$ cat config.mk
export PLATFORM = sky130hd
export DESIGN_NAME = core_serial_bridge
export DESIGN_NICKNAME = d
export VERILOG_FILES = /design/src/rtl/core_serial_bridge_pkg.sv /design/src/rtl/core_serial_bridge_tx.sv /design/src/rtl/core_serial_bridge.sv
export SDC_FILE = /design/constraint.sdc
export NUM_CORES = 1
export LEC_CHECK = 0
export CAP_MARGIN = 10
export CORE_UTILIZATION = 52
export CTS_CLUSTER_SIZE = 24
export DETAILED_ROUTE_END_ITERATION = 6
export PLACE_DENSITY = 0.76
export SLEW_MARGIN = 20
export SYNTH_ARGS = -nofsm -noshare
export SYNTH_HDL_FRONTEND = slang
export SYNTH_SLANG_ARGS = --single-unit
export TNS_END_PERCENT = 50
$ cat constraint.sdc
create_clock -name clk -period 2.4 [get_ports clk]
set_input_delay 0.24 -clock clk [delete_from_list [all_inputs] [get_ports clk]]
set_output_delay 0.24 -clock clk [all_outputs]
set_load 0.005 [all_outputs]
$ cat src/rtl/core_serial_bridge_pkg.sv
// Shared constants and types for the core serial bridge and its bench.
package core_serial_bridge_pkg;

    localparam int unsigned MAIN_CORE_CMD_WHICH_SIZE  = 4;
    localparam int unsigned MAIN_CORE_SERIAL_CMD_SIZE = 16;
    localparam int unsigned CORE_CMD_W  = MAIN_CORE_CMD_WHICH_SIZE + MAIN_CORE_SERIAL_CMD_SIZE;
    localparam int unsigned CORE_CMD_NB = (CORE_CMD_W + 7) / 8;
    localparam int unsigned WORD_W      = 64;
    localparam int unsigned WORD_NB     = WORD_W / 8;

    // Frame type carried in header bits [7:6]
    typedef enum logic [1:0] {
        HDR_NOP = 2'b00,
        HDR_CMD = 2'b01,
        HDR_DAT = 2'b10,
        HDR_RSV = 2'b11
    } hdr_type_e;

    typedef enum logic [2:0] {
        RX_HDR,
        RX_CMD_B,
        RX_CMD_ISSUE,
        RX_DAT_B,
        RX_DAT_PUSH
    } rx_state_e;

    function automatic hdr_type_e hdr_type(input logic [7:0] b);
        return hdr_type_e'(b[7:6]);
    endfunction

endpackage

$ cat src/rtl/core_serial_bridge_tx.sv
// Serializes one 64-bit core result into bytes, MSB first.
module core_serial_bridge_tx
    import core_serial_bridge_pkg::*;
(
    input  logic              clk,
    input  logic              rst,
    input  logic [WORD_W-1:0] load_data,
    input  logic              load_valid,
    output logic              load_ready,
    output logic [7:0]        tx_byte,
    output logic              tx_valid,
    input  logic              tx_ready
);

    logic [WORD_W-1:0] shreg;
    logic [2:0]        remaining;

    // Load when empty, then shift out one byte per accepted tx transfer
    always_ff @(posedge clk) begin
        if (rst) begin
            shreg      <= '0;
            remaining  <= '0;
            tx_byte    <= '0;
            tx_valid   <= 1'b0;
            load_ready <= 1'b0;
        end else if (load_ready && load_valid) begin
            tx_byte    <= load_data[63:56];
            shreg      <= load_data << 8;
            remaining  <= 3'(WORD_NB - 1);
            tx_valid   <= 1'b1;
            load_ready <= 1'b0;
        end else if (tx_valid && tx_ready) begin
            if (remaining == 3'd0) begin
                tx_byte    <= '0;
                tx_valid   <= 1'b0;
                load_ready <= 1'b1;
            end else begin
                tx_byte   <= shreg[63:56];
                shreg     <= shreg << 8;
                remaining <= remaining - 3'd1;
            end
        end else if (!tx_valid) begin
            load_ready <= 1'b1;
        end
    end

endmodule

$ cat src/rtl/core_serial_bridge.sv
// Host byte stream to core command/data bridge with independent result serializer.
module core_serial_bridge
    import core_serial_bridge_pkg::*;
#(
    parameter int unsigned CMD_W  = CORE_CMD_W,
    parameter int unsigned CMD_NB = (CMD_W + 7) / 8
) (
    input  logic              clk,
    input  logic              rst,
    input  logic [7:0]        rx_byte,
    input  logic              rx_valid,
    output logic              rx_ready,
    output logic [7:0]        tx_byte,
    output logic              tx_valid,
    input  logic              tx_ready,
    output logic [CMD_W-1:0]  cmd,
    output logic              cmd_hasAny,
    input  logic              cmd_consume,
    output logic [63:0]       in,
    output logic              in_isReady,
    input  logic              in_canReceive,
    input  logic [63:0]       out,
    input  logic              out_isReady,
    output logic              out_canReceive
);

    localparam int unsigned CB_W   = CMD_NB * 8;
    localparam int unsigned BC_MAX = (CMD_NB > WORD_NB) ? CMD_NB : WORD_NB;
    localparam int unsigned BCNT_W = (BC_MAX > 1) ? $clog2(BC_MAX) : 1;

    rx_state_e         state;
    logic [BCNT_W-1:0] byte_cnt;
    logic [5:0]        word_cnt;
    logic [CB_W-1:0]   cmd_buf;
    logic [CB_W-1:0]   cmd_next;
    logic [55:0]       in_buf;
    logic [63:0]       in_next;
    logic              rx_fire;

    assign rx_fire  = rx_valid & rx_ready;
    // Command bytes arrive LSB first: shift in from the top
    assign cmd_next = (cmd_buf >> 8) | (CB_W'(rx_byte) << (CB_W - 8));
    // Data bytes arrive MSB first: shift in from the bottom
    assign in_next  = {in_buf, rx_byte};

    // RX frame FSM with registered handshake outputs
    always_ff @(posedge clk) begin
        if (rst) begin
            state      <= RX_HDR;
            rx_ready   <= 1'b0;
            byte_cnt   <= '0;
            word_cnt   <= '0;
            cmd_buf    <= '0;
            cmd        <= '0;
            cmd_hasAny <= 1'b0;
            in_buf     <= '0;
            in         <= '0;
            in_isReady <= 1'b0;
        end else begin
            unique case (state)
                RX_HDR: begin
                    rx_ready <= 1'b1;
                    if (rx_fire) begin
                        byte_cnt <= '0;
                        case (hdr_type(rx_byte))
                            HDR_CMD: state <= RX_CMD_B;
                            HDR_DAT: begin
                                state    <= RX_DAT_B;
                                word_cnt <= rx_byte[5:0];
                            end
                            default: state <= RX_HDR;
                        endcase
                    end
                end
                RX_CMD_B: begin
                    if (rx_fire) begin
                        cmd_buf <= cmd_next;
                        if (byte_cnt == BCNT_W'(CMD_NB - 1)) begin
                            state      <= RX_CMD_ISSUE;
                            rx_ready   <= 1'b0;
                            cmd        <= CMD_W'(cmd_next);
                            cmd_hasAny <= 1'b1;
                            byte_cnt   <= '0;
                        end else begin
                            byte_cnt <= byte_cnt + BCNT_W'(1);
                        end
                    end
                end
                RX_CMD_ISSUE: begin
                    if (cmd_consume) begin
                        state      <= RX_HDR;
                        rx_ready   <= 1'b1;
                        cmd        <= '0;
                        cmd_hasAny <= 1'b0;
                    end
                end
                RX_DAT_B: begin
                    if (rx_fire) begin
                        in_buf <= in_next[55:0];
                        if (byte_cnt == BCNT_W'(WORD_NB - 1)) begin
                            state      <= RX_DAT_PUSH;
                            rx_ready   <= 1'b0;
                            in         <= in_next;
                            in_isReady <= 1'b1;
                            byte_cnt   <= '0;
                        end else begin
                            byte_cnt <= byte_cnt + BCNT_W'(1);
                        end
                    end
                end
                RX_DAT_PUSH: begin
                    if (in_canReceive) begin
                        in         <= '0;
                        in_isReady <= 1'b0;
                        rx_ready   <= 1'b1;
                        if (word_cnt == 6'd0) begin
                            state <= RX_HDR;
                        end else begin
                            state    <= RX_DAT_B;
                            word_cnt <= word_cnt - 6'd1;
                        end
                    end
                end
                default: begin
                    state    <= RX_HDR;
                    rx_ready <= 1'b0;
                end
            endcase
        end
    end

    // Result path runs independently of the RX FSM
    core_serial_bridge_tx u_tx (
        .clk        (clk),
        .rst        (rst),
        .load_data  (out),
        .load_valid (out_isReady),
        .load_ready (out_canReceive),
        .tx_byte    (tx_byte),
        .tx_valid   (tx_valid),
        .tx_ready   (tx_ready)
    );

endmodule

# Word-level counts from Yosys, hierarchy flattened
# Cells that the tools add are included.
[totals]
register_bits = 248
in_bits = 79
output_inout_bits = 97
elab_cells = 122
[op_classes]
addsub = 3
n_eq_ne = 20
muxes = 59
bitwise_logic = 2
reduce_logical = 23
[ops]
columns = ["operator", "n"]
rows = [
  ["$mux 64", 6],
  ["$pmux 64 s2", 1],
  ["$mux 20", 3],
  ["$mux 3", 15],
  ["$pmux 20 s2", 1],
  ["$mux 6", 4],
  ["$mux 8", 3],
  ["$or 16x24->24", 1],
  ["$ne 2x2->1 const B", 10],
  ["$mux 1", 18],
  ["$pmux 3 s5", 1],
  ["$pmux 6 s2", 1],
  ["$reduce_and 4->1", 3],
  ["$reduce_and 2->1", 5],
  ["$reduce_bool 2->1", 5],
  ["$eq 3x2->1 const B", 3],
  ["$pmux 3 s3", 1],
  ["$reduce_and 7->1", 1],
  ["$eq 3x3->1 const B", 2],
  ["$logic_not 3->1", 2],
  ["$logic_not 6->1", 1],
  ["$reduce_and 6->1", 1],
  ["$sub 6x1->6 const B", 1],
  ["$pmux 1 s5", 1],
  ["14 further kinds", 17],
]

# Depth between registers and ports, before layout
# Gate-level depths: netlist of the first run.
[depth]
ltp_word = 4
ltp_mapped = 8

# Cells and area by module
# From an unflattened synthesis of the first run, not the netlist that was laid out.
[hier_totals]
cells_unflattened = 1148
area_unflattened_um2 = 9960.8
[modules_own_cells]
columns = ["mod", "n_inst", "cells_each", "area_per_inst_um2", "seq_area_each_um2"]
rows = [
  ["core_serial_bridge", 1, 774, 6767.7, 3423.3],
  ["core_serial_bridge_tx", 1, 374, 3193.1, 1381.3],
]

# Worst setup path before layout of the first run
# Ideal clock, no wire load.
[synth_timing]
path_kind = "flip-flop to flip-flop"
from = "register byte_cnt[0]"
to = "register cmd[10]"
setup_ns = 0.060
arrival_ns = 1.787
path_slack_ns = 0.554
stages_incl_launch_ff = 7
path_buffers = 1
period_less_slack_ns = 1.846
path_cell_list = "dfxtp_1 inv_1 ha_1 or3b_1 a2111oi_0 buf_2 a22o_1"
[synth_between]
elab_chain_cells = 3
[synth_lines]
columns = ["item", "line", "source"]
rows = [
  ["start: declaration", "core_serial_bridge.sv:32", "logic [BCNT_W-1:0] byte_cnt;"],
  ["start signal: assignment", "core_serial_bridge.sv:85", "byte_cnt <= byte_cnt + BCNT_W'(1);"],
  ["start signal: assignment", "core_serial_bridge.sv:107", "byte_cnt <= byte_cnt + BCNT_W'(1);"],
  ["$eq 3x2->1", "core_serial_bridge.sv:78", "if (byte_cnt == BCNT_W'(CMD_NB - 1)) begin"],
  ["$ne 2x2->1 (no line)", "--", ""],
  ["$reduce_and 4->1 (no line)", "--", ""],
  ["end signal: assignment", "core_serial_bridge.sv:81", "cmd <= CMD_W'(cmd_next);"],
  ["end: declaration", "core_serial_bridge.sv:16", "output logic [CMD_W-1:0] cmd,"],
]
# No other way between the ends.
# A chain may end at the register's enable or synchronous reset.

# Final worst setup path of the first run
[layout_timing]
from = "register byte_cnt[1]"
to = "register in[33]"
[layout_between]
elab_chain_cells = 3
[layout_lines]
columns = ["item", "line", "source"]
rows = [
  ["$eq 3x3->1", "core_serial_bridge.sv:100", "if (byte_cnt == BCNT_W'(WORD_NB - 1)) begin"],
  ["$ne 2x2->1 (no line)", "--", ""],
  ["$reduce_and 4->1 (no line)", "--", ""],
  ["end signal: assignment", "core_serial_bridge.sv:103", "in <= in_next;"],
  ["end: declaration", "core_serial_bridge.sv:19", "output logic [63:0] in,"],
]
# No other way between the ends.

==> impl_metrics.env, run 1 <==
export IMPL_yosys_warnings=0
export IMPL_finalHoldViolCount=0
export IMPL_ant_nets=0
export IMPL_maxSlewHeadroom=0.501
export IMPL_reg2reg_from="byte_cnt[1]"
export IMPL_wl_met2_um=10700
export IMPL_met1Wirelength_um=11100
export IMPL_path_class="reg2reg"
export IMPL_fp_dieW_um=136
export IMPL_worstSkewPairLatency_ns=0.51
export IMPL_synthMuxAreaShare=0.00553
export IMPL_wl_met3_um=1070
export IMPL_critPathLaunchType="flip-flop"
export IMPL_layout_drive_gt1_share=0.0600
export IMPL_synthAdderAreaFrac=0.0121
export IMPL_cts_inserted_buffers=24
export IMPL_placed_area_um2=11300
export IMPL_viasPerCell=5.60
export IMPL_grt_max_degree=86
export IMPL_finalPower_mw=8.54
export IMPL_hold_path_class="in2reg"
export IMPL_yosysMostFrequentCell="nand2_1"
export IMPL_max_cap_violations=0
export IMPL_num_rows=48
export IMPL_startpoint="byte_cnt[1]"
export IMPL_tightest_slew_ns=0.742
export IMPL_antenna_found_initial=0
export IMPL_h_tree_depth=1
export IMPL_ios=176
export IMPL_synth_compound_area_frac=0.186
export IMPL_vdd_drop_max_mv=0.574
export IMPL_finalWirelength_um=23300
export IMPL_synth_edf_count=0
export IMPL_root_buffer="clkbuf_16"
export IMPL_ys_seq_area_frac=0.518
export IMPL_cts_tree="yes"
export IMPL_synth_top_area_frac=0.518
export IMPL_clk_pin_slew_ns=0.06
export IMPL_synthSimpleGateAreaFrac=0.229
export IMPL_critPathArrivalTime_ns=2.40
export IMPL_wl_per_cell_um=15.5
export IMPL_status="complete, no violations"
export IMPL_fp_coreArea_um2=17400
export IMPL_synth_nets=1225
export IMPL_grt_pass1_vias=7596
export IMPL_routed_top_layer="met4"
export IMPL_die_h_um=136
export IMPL_drv_slew=0
export IMPL_grt_pass1_wl_um=37600
export IMPL_rsz0062_at_grt="no"
export IMPL_initial_core_util=0.535
export IMPL_max_freq_mhz=509
export IMPL_postLayoutCoreUtil=0.695
export IMPL_postCtsSetupBuffers=0
export IMPL_grt_overflow_total=0
export IMPL_async_flop_share=0
export IMPL_path_max_fanout=66
export IMPL_syn_inst=1137
export IMPL_track_usage=0.248
export IMPL_synth_main_ff_cell="dfxtp_1"
export IMPL_ys_ff_latch=240
export IMPL_stdcell_area_um2=12100
export IMPL_drc=0
export IMPL_antenna_cells=0
export IMPL_end_kind="flip-flop"
export IMPL_clockBufferDepth=3
export IMPL_final_net_count=1358
export IMPL_synthTopCellsByCount="321 x nand2_1, 240 x dfxtp_1, 158 x a21oi_1"
export IMPL_vias=8448
export IMPL_hp_start="rst"
export IMPL_ctsResizeCount=0
export IMPL_portBuffers=175
export IMPL_synth_top_area_cell="dfxtp_1"
export IMPL_skew_ns=0.00964
export IMPL_area_growth_pct=30.0
export IMPL_setup_tns_ns=0
export IMPL_dieArea_um2=18400
export IMPL_dp_hpwl_um=14600
export IMPL_avgSynthCellArea_um2=8.16
export IMPL_synth_xor_area_frac=0.000944
export IMPL_power_density_nw_per_um2=708
export IMPL_cp_data_required_time_ns=2.84
export IMPL_ys_types=47
export IMPL_layout_min_cycle_time_ns=1.96
export IMPL_firstDrtPassIters=5
export IMPL_setup_viol=0
export IMPL_synth_area_top_cells="dfxtp_1 52%, nand2_1 13%, a21oi_1 8.5%"
export IMPL_synth_top_family_by_area="simple AND/OR/NAND/NOR gates"
export IMPL_postCtsHoldBufs=0
export IMPL_syn_area_um2=9280
export IMPL_finalCritPeriodShare=0.818
export IMPL_p_leak_nw=4.09
export IMPL_drt_first_iter_violations=646
export IMPL_cts_sinks=240
export IMPL_place_gp_congestion=0.800
[path summary, 6_finish.rpt]
kind                       to  slack [ns]  cells past startpoint
setup / recovery       in[33]        0.44                      7
hold / removal    cmd_buf[12]        0.11                      2
setup reg to reg       in[33]        0.44                      7
hold reg to reg        in[57]        0.45                      2
[kinds of logic after synthesis]
group / after synthesis
AO/OA/AOI/OAI: 266
XOR/XNOR: 1
adder cells (fa/ha/maj): 9
buffers and inverters: 108
flip-flops: 240
multiplexers: 5
AND/OR/NAND/NOR: 508
[sequential cells by signal, summed over array words and instances (netlist names)]
register	flops
in	64
in_buf	56
u_tx.shreg	56
cmd	20
cmd_buf	16
u_tx.tx_byte	8
word_cnt	6
byte_cnt	3
state	3
u_tx.remaining	3
cmd_hasAny	1
in_isReady	1
rx_ready	1
u_tx.load_ready	1
u_tx.tx_valid	1
[per-layer routing]
layer / global-route usage / vias up
li1: - / 4167
met3: 0.0303 / 38
met2: 0.385 / 224
met5: 0 / -
met1: 0.360 / 4019
met4: 0.0718 / 0
[worst max-delay path, stage by stage, from the launching register on]
cell and delay [ns]:
dfxtp_1 0.36, ha_1 0.17, ha_1 0.18, nand4b_1 0.20, a221oi_4 0.31, buf_12 0.30
nand3_1 0.15, a21oi_1 0.17
[layout make-up]
class,instances,area [µm²]
flip-flops and latches,240,4800
well taps,225,282
multi-input cells,789,4080
clock inverters,4,47.5
fillers,1455,5290
repair buffers,202,2070
inverters,13,48.8
clock buffers,35,743
[cells in the final DEF, fill, tap and decap left out, drive strengths merged, types with 9 or more instances in the layout]
master,count
a21oi,158
clkdlybuf4s50,174
a22o,20
nor3,11
buf,28
dfxtp,240
ha,9
clkbuf,35
nand2,321
a221oi,10
nand3,81
inv,13
nor2,68
a311oi,48
[power by group]
group / leakage [nW] / internal (mW) / switching, mW
registers: 1.94 / 4.09 / 0.0632
clock network: 0.390 / 2.23 / 1.50
logic: 1.76 / 0.310 / 0.351
[through the flow]
step	hold slack (ns)	setup WS, ns	cells
after floorplan	0.336	0.554	1137
after CTS	0.0934	0.446	1508
after detailed placement	0.444	0.319	1469
after global routing	0.114	0.318	1508
after global placement	0.438	0.400	1469
final	0.107	0.436	1508
Power figures use the tool's default switching activity.
==> run 2, diff against run 1 <==
==> constraint.sdc (replaced) <==
create_clock -name clk -period 1.97 [get_ports clk]
set_input_delay 0.197 -clock clk [delete_from_list [all_inputs] [get_ports clk]]
set_output_delay 0.197 -clock clk [all_outputs]
set_load 0.005 [all_outputs]
==> impl_metrics.env, run 2 (synthesis results as in run 1) <==
export IMPL_placed_cells=1483
export IMPL_max_freq_mhz=497
export IMPL_fp_dieW_um=136
export IMPL_setup_viol=50
export IMPL_num_rows=48
export IMPL_final_cells=1541
export IMPL_skew_ns=0.00795
export IMPL_fp_coreArea_um2=17400
export IMPL_power_density_nw_per_um2=827
export IMPL_firstDrtPassIters=5
export IMPL_cts_inserted_buffers=24
export IMPL_maxSlewHeadroom=0.496
export IMPL_max_cap_violations=0
export IMPL_ios=176
export IMPL_failed_checks="setup timing"
export IMPL_finalHoldViolCount=0
export IMPL_antenna_cells=0
export IMPL_r2r_cells=8
export IMPL_h_tree_depth=1
export IMPL_die_h_um=136
export IMPL_largest_reg_flops=64
export IMPL_antenna_found_initial=0
export IMPL_r2r_setup_slack_ns=-0.04
export IMPL_dp_hpwl_um=15100
export IMPL_place_gp_congestion=0.802
export IMPL_tightest_slew_ns=0.756
export IMPL_finalWirelength_um=25100
export IMPL_top_register="in"
export IMPL_final_cell_mix="300 x nand2_1, 238 x dfxtp_1, 174 x clkdlybuf4s50_1"
export IMPL_critPathArrivalTime_ns=2.38
export IMPL_placed_area_um2=11400
export IMPL_finalCritPeriodShare=1.02
export IMPL_finalPower_mw=10.4
export IMPL_grt_pass1_wl_um=38300
export IMPL_clk_pin_slew_ns=0.06
export IMPL_multi_input_area_um2=4250
export IMPL_setup_tns_ns=-0.745
export IMPL_path_class="reg2reg"
export IMPL_dieArea_um2=18400
export IMPL_reg2reg_from="byte_cnt[1]"
export IMPL_cts_tree="yes"
export IMPL_stdcell_area_um2=12600
export IMPL_rr_endpoint="in[35]"
export IMPL_setup_ws_ns=-0.0437
export IMPL_track_usage=0.255
export IMPL_crit_path_end="in[35]"
export IMPL_drc=0
export IMPL_drv_slew=0
export IMPL_hold_path_class="in2reg"
export IMPL_viasPerCell=5.67
export IMPL_grt_pass1_vias=7682
export IMPL_rsz0062_at_grt="yes"
export IMPL_end_kind="flip-flop"
export IMPL_worstSkewPairLatency_ns=0.51
export IMPL_critPathLaunchType="flip-flop"
export IMPL_clockBufferDepth=3
export IMPL_cts_sinks=240
export IMPL_root_buffer="clkbuf_16"
export IMPL_cp_data_required_time_ns=2.33
export IMPL_final_net_count=1389
export IMPL_portBuffers=175
export IMPL_seqCellArea_um2=4810
export IMPL_vdd_drop_max_mv=0.674
export IMPL_fillerInstances=1345
export IMPL_grt_overflow_total=0
export IMPL_vias=8741
export IMPL_status="complete, but fails checks"
export IMPL_path_max_fanout=8
export IMPL_area_growth_pct=36.0
export IMPL_wl_per_cell_um=16.3
export IMPL_layout_drive_gt1_share=0.108
export IMPL_drt_first_iter_violations=863
export IMPL_initial_core_util=0.535
export IMPL_ant_nets=0
export IMPL_grt_max_degree=92
export IMPL_startpoint="byte_cnt[1]"
export IMPL_place_ws_ns=-0.0484
export IMPL_p_leak_nw=4.33
export IMPL_top_regs="in: 64 flops, in_buf: 56 flops, u_tx.shreg: 56 flops"
export IMPL_layout_min_cycle_time_ns=2.01
export IMPL_final_common_cell="nand2_1"
-- run 2: worst min-delay path by stage --
| stage | startpoint | to | cells after the start |
|---|---|---|---|
| after floorplan | in_canReceive | in_isReady | 1 |
| after global placement | rst | word_cnt[0] | 2 |
| after detailed placement | rst | state[2] | 2 |
| after CTS | out[6] | u_tx.shreg[14] | 3 |
| after global routing | out[1] | u_tx.shreg[9] | 3 |
| final | out[1] | u_tx.shreg[9] | 3 |
-- run 2: final cells by class --
type | instances | share of cell area
tap | 225 | 0.0223
multi-input combinational | 789 | 0.337
clock buffer | 37 | 0.0595
clock inverter | 4 | 0.00357
sequential | 240 | 0.381
timing repair buffer | 233 | 0.193
inverter | 13 | 0.00386
-- run 2: metal layers --
layer | global-route usage | wire, µm
met1 | 0.369 | 11200
met3 | 0.0311 | 1700
met4 | 0.0599 | 448
met5 | 0 | 0
met2 | 0.402 | 11800
-- run 2: critical path: stages (launching register included) --
cell,delay [ns]
dfxtp_4,0.36
ha_4,0.14
ha_4,0.12
nand4b_1,0.19
buf_4,0.20
a221o_4,0.50
clkbuf_16,0.23
nand2_2,0.07
a21oi_2,0.04
-- run 2: what timing repair did --
action / in CTS / in global routing
hold endpoints to repair: 2 / 0
pin swaps: 1 / 13
buffers inserted: 8 / 1
endpoints found under the setup margin: 1 / 66
resized for setup: 3 / 49
cloned: 1 / 6
hold buffers: 1 / 0
-- run 2: power breakdown --
part,internal (mW),switching (mW),leakage [nW]
Combinational,0.393,0.436,1.99
Clock,2.73,1.82,0.396
Sequential,4.98,0.0757,1.95
-- run 2: through the flow --
stage | hold slack, ns | util
after floorplan | 0.293 | -
after global placement | 0.435 | 0.657
after detailed placement | 0.442 | 0.657
after CTS | 0.237 | 0.710
after global routing | 0.270 | 0.727
final | 0.243 | 0.727
